[src/rtl/pio_pixel_loader.sv]
// pio_pixel_loader: Nios II PIO pixel-load receiver; define PIO_LOADER_SYNC_EN to add a two-flop input synchroniser
module pio_pixel_loader #(
  parameter int DATA_W     = 8,
  parameter int ADDR_W     = 16,
  parameter int IMG_PIXELS = 65536
) (
  input  logic              clk_clk,
  input  logic              reset_reset,
  input  logic [DATA_W-1:0] pio_data,
  input  logic              pio_write_en,
  input  logic              pio_start_bit,
  input  logic              pio_reset_cnt,
  input  logic              filter_busy,
  output logic              mem_we,
  output logic [ADDR_W-1:0] mem_addr,
  output logic [DATA_W-1:0] mem_wdata,
  output logic              start_pulse,
  output logic              frame_full,
  output logic              overrun,
  output logic [ADDR_W:0]   byte_count
);
  localparam int PW = DATA_W + 3;
  localparam logic [ADDR_W:0] FULL = (ADDR_W+1)'(IMG_PIXELS);
  typedef enum logic [1:0] {LOAD, READY, RUN} state_t;
  state_t state_q, state_d;
  logic [PW-1:0] pre, s1;
  logic w2, st2, w_ev, s_ev, rc_q, seen_q, seen_d, we_d, sp_d, full_d, ovr_d;
  logic [DATA_W-1:0] d_q;
  logic [ADDR_W:0] cnt_d;
`ifdef PIO_LOADER_SYNC_EN
  logic [PW-1:0] m1, m2;
  // two-flop synchroniser ahead of the sample stage
  always_ff @(posedge clk_clk) begin
    m1 <= reset_reset ? '0 : {pio_data, pio_write_en, pio_start_bit, pio_reset_cnt};
    m2 <= reset_reset ? '0 : m1;
  end
  assign pre = m2;
`else
  assign pre = {pio_data, pio_write_en, pio_start_bit, pio_reset_cnt};
`endif
  // sample, history and registered rising-edge events with data aligned to the write edge
  always_ff @(posedge clk_clk) begin
    if (reset_reset) begin
      s1   <= '0;
      w2   <= 1'b0;
      st2  <= 1'b0;
      w_ev <= 1'b0;
      s_ev <= 1'b0;
      rc_q <= 1'b0;
      d_q  <= '0;
    end else begin
      s1   <= pre;
      w2   <= s1[2];
      st2  <= s1[1];
      w_ev <= s1[2] & ~w2;
      s_ev <= s1[1] & ~st2;
      rc_q <= s1[0];
      d_q  <= s1[PW-1:3];
    end
  end
  // next state and next output values; reset_cnt overrides any edge seen in the same cycle
  always_comb begin
    state_d = state_q;
    cnt_d   = byte_count;
    full_d  = frame_full;
    ovr_d   = overrun;
    seen_d  = seen_q;
    we_d    = 1'b0;
    sp_d    = 1'b0;
    if (rc_q) begin
      state_d = LOAD;
      cnt_d   = '0;
      full_d  = 1'b0;
      ovr_d   = 1'b0;
      seen_d  = 1'b0;
    end else begin
      case (state_q)
        LOAD: if (w_ev) begin
          we_d    = 1'b1;
          cnt_d   = byte_count + 1'b1;
          full_d  = cnt_d == FULL;
          state_d = cnt_d == FULL ? READY : LOAD;
        end
        READY: begin
          ovr_d   = overrun | w_ev;
          sp_d    = s_ev;
          seen_d  = 1'b0;
          state_d = s_ev ? RUN : READY;
        end
        RUN: begin
          ovr_d  = overrun | w_ev;
          seen_d = seen_q | filter_busy;
          if (seen_q && !filter_busy) begin
            state_d = LOAD;
            cnt_d   = '0;
            full_d  = 1'b0;
            seen_d  = 1'b0;
          end
        end
        default: state_d = LOAD;
      endcase
    end
  end
  // state and output registers; address and data only move on a store
  always_ff @(posedge clk_clk) begin
    if (reset_reset) begin
      state_q     <= LOAD;
      byte_count  <= '0;
      frame_full  <= 1'b0;
      overrun     <= 1'b0;
      seen_q      <= 1'b0;
      mem_we      <= 1'b0;
      start_pulse <= 1'b0;
      mem_addr    <= '0;
      mem_wdata   <= '0;
    end else begin
      state_q     <= state_d;
      byte_count  <= cnt_d;
      frame_full  <= full_d;
      overrun     <= ovr_d;
      seen_q      <= seen_d;
      mem_we      <= we_d;
      start_pulse <= sp_d;
      mem_addr    <= we_d ? byte_count[ADDR_W-1:0] : mem_addr;
      mem_wdata   <= we_d ? d_q : mem_wdata;
    end
  end
endmodule
[config.mk]
export PLATFORM = sky130hd
export DESIGN_NAME = pio_pixel_loader
export DESIGN_NICKNAME = d
export VERILOG_FILES = /design/src/rtl/pio_pixel_loader.sv
export SDC_FILE = /design/constraint.sdc
export NUM_CORES = 1
export LEC_CHECK = 0
export CAP_MARGIN = 0
export CORE_UTILIZATION = 32
export CTS_CLUSTER_DIAMETER = 50
export DETAILED_ROUTE_END_ITERATION = 6
export PLACE_DENSITY_LB_ADDON = 0.05
export SLEW_MARGIN = 20
export SYNTH_ARGS = -nofsm -noshare
export SYNTH_HDL_FRONTEND = slang
export SYNTH_SLANG_ARGS = --single-unit
[constraint.sdc]
create_clock -name clk_clk -period 4.9 [get_ports clk_clk]
set_input_delay 0.49 -clock clk_clk [delete_from_list [all_inputs] [get_ports clk_clk]]
set_output_delay 0.49 -clock clk_clk [all_outputs]
set_load 0.005 [all_outputs]
# After elaboration in Yosys (flattened, before gate mapping)

Index checks and enable logic that the tools add are counted.

Reduce and logical (&&, ||, !) cells: 10
Mux-type cells: 16
Bitwise gates (word level): 7
$add $sub $neg: 1
Equality and inequality tests: 5

Operator list:

| cell                                                | count |
|---|---|
| 2-to-1 mux 17 bit                                   | 2 |
| one-hot mux 17 bit (2 select lines)                 | 1 |
| adder 17 x 1 -> 17 bit, second input constant       | 1 |
| equality test 17 bit, second input constant         | 1 |
| 2-to-1 mux 1 bit                                    | 7 |
| 2-to-1 mux 2 bit                                    | 3 |
| one-hot mux 2 bit (3 select lines)                  | 1 |
| inequality test 2 bit, second input constant        | 2 |
| one-hot mux 1 bit (2 select lines)                  | 2 |
| nonzero test 2 bit                                  | 2 |
| OR reduction 2 bit                                  | 2 |
| inverter 1 bit                                      | 3 |
| AND reduction 3 bit                                 | 1 |
| OR reduction 3 bit                                  | 1 |
| AND 1 bit                                           | 2 |
| equality test 2 x 1 -> 1 bit, second input constant | 1 |
| equality test 2 bit, second input constant          | 1 |
| logical NOT 2 bit                                   | 1 |
| bitwise OR 1 bit                                    | 2 |
| AND reduction 2 bit                                 | 1 |
| logical AND 1 bit                                   | 1 |
| logical NOT 1 bit                                   | 1 |

Input bits: 14
Output and inout bits: 45
Word-level logic and storage cells: 55
Flip-flop bits (word level): 72

# Longest topological paths before layout

Depth in word-level cells: 5
Gate-level depth with buffers: 9

# Least setup slack after synthesis

No wires, ideal clock.

Path kind: register to register
Start point: reg byte_count[0]
End point: reg byte_count[14]
Stages on the path, launching flop included: 7
Required time: 4809 ps
Clock period less this slack: 1812 ps
Setup slack: 3088 ps
Data arrival time: 1721 ps
Cell sequence: dfxtp_1 -> ha_1 -> nand3_1 -> or4_4 -> nor2_2 -> a31oi_1 -> a311oi_1

Cells in the longest elaborated chain, start to end: 3

RTL lines:

| item                                | line | source |
|---|---|---|
| start, declared                     | 20   | `output logic [ADDR_W:0] byte_count` |
| start signal, assigned              | 118  | `byte_count <= cnt_d;` |
| adder 17 x 1 -> 17 bit              | 80   | `cnt_d = byte_count + 1'b1;` |
| 2-to-1 mux 17 bit                   | 78   | `LOAD: if (w_ev) begin` |
| one-hot mux 17 bit (2 select lines) | 77   | `case (state_q)` |

No other way between the ends. The select of a mux whose other input is x is not followed.
A chain may end at the register's enable or synchronous reset.

# Worst setup path in the final report

Start point: reg state_q[0]
End point: reg byte_count[8]

Cells in the longest elaborated chain, start to end: 3
Elaborated cells between the ends (all ways): 7
Those cells by class: eq/ne (3); mux (1); reduce/logical (3)

RTL lines:

| item                                                                                | line | source |
|---|---|---|
| start, declared                                                                     | 25   | `state_t state_q, state_d;` |
| start signal, assigned                                                              | 117  | `state_q <= state_d;` |
| equality test 2 bit / logical NOT 2 bit (equally long branches)                     | 77   |  |
| inequality test 2 bit (no source line) / nonzero test 2 bit (equally long branches) | --   |  |
| AND reduction 3 bit (no source line)                                                | --   |  |

Parallel ways exist; a longest one is shown, timed or not.

==> impl_results.md <==
- Status: complete, but fails checks
- Failing checks: design-rule violations
- Switching power: 0.0002676 W
- Core area: 8848 um2
- Routed wire per std cell: 13.84 um
- Syn Area/Cell: 8.541 um2
- Synth-to-layout area growth: 25.61%
- Peak supply drop: 0.1657 mV
- CTS resizes: 0
- Multi-input combinational cell area: 1349 um2
- Hold Fails Final Rpt: 0
- Post-synth top flop: dfxtp_1
- Flip-flop and latch area: 1441 um2
- Element type at the critical path end: register
- Vias in the first global route: 2298
- Top Layer Used: met4
- Max Slew Vio Count: 0
- Seq/Total Area, Yosys: 48.77%
- Final setup viols: 0
- Die X: 98.10 um
- Hold Path Class: reg2reg
- Initial DRC Count: 86
- Die ar.: 9624 um2
- Pwr per Cell Area: 301.7 nW/um2
- Final GP Congestion: 0.7623
- First-pass GRT wire length: 11.60 mm
- Combinational power share: 4.1%
- Min-Delay Path Depth: 1
- Tot Pwr: 0.001120 W
- Sequential group share of total power: 53.5%
- # IOs: 59
- Layout Nets: 407
- Met1 WL: 3.359 mm
- Highest Clock Rate: 447.5 MHz
- Root buffer cell: clkbuf_8
- Synth Register Bits: 72
- Sw Share: 23.89%
- Largest net degree at the start of global routing: 48
- Syn nets: 364
- Post-detail-place hpwl: 4.509 mm
- Share of post-route cells with drive strength above 1: 7.614%
- Clock power share: 42.4%
- Post-CTS Hold Fix Bufs: 0
- Initial Utilization: 33.40%
- H-tree depth: 3
- Drt pass-1 iters: 6
- Met3 Wirelength: 350 um
- Synth warn: 0
- Die Ht: 98.10 um
- DP Cell Count: 486
- Post-route minimum period: 2235 ps
- CP max FO: 14
- Post-synth cell types: 45
- Worst slack at placement: 2660 ps
- EDFF count, synth: 0
- Max transition margin: 31.81%
- CTS tree: built
- Fin crit share: 45.60%
- Vias: 2466
- N_diodes: 0
- Fillers: 932
- Worst-Margin Slew: 1022 ps
- Worst-Skew Late Latency: 350 ps
- Port Buffers: 58
- # clock sinks: 72
- Vias per cell: 4.912
- Initial antenna violation count: 0
- CP required: 5140 ps
- Longest Clk Path Bufs: 2
- Syn Inst Count: 346
- GRT overflow: 0
- FP Rows: 34
- # Post-CTS Setup Buffers: 0
- Post-place instance area: 3516 um2
- Reg clk slew, reported paths: 80 ps
- Clk_skew: 9.144 ps
- Final worst setup slack: 2665 ps
- Remaining DRCs: 2
- Post-route insts no fill: 502
- Final wirelength: 6.949 mm
- Int Pwr: 0.0008525 W
- Crit path kind: reg2reg
- Synthesized area: 2955 um2
- Total global-route track usage: 15.21%
- Async SR Flop Fraction: 0%
- Post-Layout Inst Area: 3712 um2
- Antenna violation net count after detailed routing: 0
- Worst endpoint data arrival time: 2470 ps
- RSZ-0062 raised after global routing: false
- R2R cell count: 6
- CP Launch Type: register
- Max cap viols: 0
- Leak pwr: 1.227 nW
- TritonCTS Buffers: 9
- Setup TNS: 0 ps
- Routed wl met2: 3.159 mm
==> placed cells by master (no fill, tap or decap), types with 3 or more instances in the layout <==
cell type	netlist	final
o21ai_0	10	10
nor2_2	3	4
a311oi_1	4	4
dfxtp_1	72	72
nor2_1	24	23
clkbuf_8	0	9
nand4_1	3	3
nand3_1	11	11
or3_1	3	3
nor2b_1	25	25
clkdlybuf4s50_1	0	57
a21oi_1	40	40
a31oi_1	6	6
xor2_1	4	4
inv_1	4	4
nor3_1	6	6
nand2_1	61	61
ha_1	4	4
nand2b_1	3	3
and3_1	3	3
==> through the flow <==
stage          util (%)  hold WS, ps
4_1_cts           41.95        383.1
3_3_place_gp      39.73        373.5
5_1_grt           41.95        399.7
3_5_place_dp      39.73        371.7
6_report          41.95        382.4
2_1_floorplan         -        367.4
==> path summary, 6_finish.rpt <==
path,to,startpoint,slack (ps)
setup / recovery,byte_count[8],state_q[0],2670
hold / removal,w_ev,w2,380
setup reg to reg,byte_count[8],state_q[0],2670
hold reg to reg,w_ev,w2,380
==> layout make-up <==
| cell class | count | share of cell area [%] |
|---|---|---|
| clock inverters | 6 | 1.854 |
| clock buffers | 10 | 3.438 |
| repair buffers | 58 | 15.50 |
| flip-flops and latches | 72 | 38.83 |
| well taps | 108 | 3.640 |
| multi-input cells | 244 | 36.33 |
| inverters | 4 | 0.4044 |
==> worst max-delay path, stage by stage (launching register included) <==
cell and delay (ps):
dfxtp_1 320, inv_1 90, ha_1 230, nand2_1 170, nor2_1 790, a31oi_1 170
a311oi_1 340
==> cells in the mapped netlist, drive strengths merged, types with 2 or more instances <==
cell / n / share of area [%]
a211oi: 2 / 0.51
a21oi: 41 / 7.1
a22oi: 2 / 0.51
a311oi: 4 / 1.2
a31oi: 6 / 1.3
a32oi: 2 / 0.59
and2: 2 / 0.42
and3: 4 / 0.89
and4: 2 / 0.59
buf: 12 / 3.4
clkbuf: 14 / 1.8
dfxtp: 72 / 49
ha: 4 / 1.7
inv: 4 / 0.51
nand2: 61 / 7.7
nand2b: 3 / 0.64
nand3: 13 / 2.8
nand3b: 2 / 0.51
nand4: 4 / 1.1
nor2: 27 / 3.7
nor2b: 25 / 5.3
nor3: 6 / 1.0
nor4: 3 / 1.1
o21ai: 12 / 2.0
o22ai: 2 / 0.42
or2: 3 / 0.64
or3: 3 / 0.64
xnor2: 2 / 0.59
xor2: 4 / 1.2
==> cells by family (layout without fill, tap and decap cells) <==
family          count (synthesis)  after routing  share of synthesized area, %
fa+ha+maj                       4              4                         1.694
compound gates                 74             74                         14.39
mux                             1              1                        0.3387
simple gates                  159            159                         27.35
buf+inv                        30             78                         5.673
flops                          72             72                         48.77
xor+xnor                        6              6                         1.778
==> power groups by stage <==
stage,combinational (W),sequential (W),clock [W]
after CTS,0.0000472,0.000599,0.000493
after detailed placement,0.0000471,0.000613,0
after global routing,0.0000515,0.000600,0.000517
after floorplan,0.0000286,0.000612,0
final,0.0000462,0.000599,0.000475
after global placement,0.0000467,0.000613,0
==> layer usage <==
metal / GRT usage, % / vias to the layer above
li1: - / 1262
met1: 19.80 / 1142
met2: 23.94 / 54
met3: 5.154 / 8
met4: 4.196 / 0
met5: 0 / -
==> registers in the layout, summed over array words and instances (netlist names), 2 cells and up <==
signal / flops
s1: 11
byte_count: 17
state_q: 2
d_q: 8
mem_addr: 16
mem_wdata: 8
Note: power is estimated with default switching activity, not from simulation.
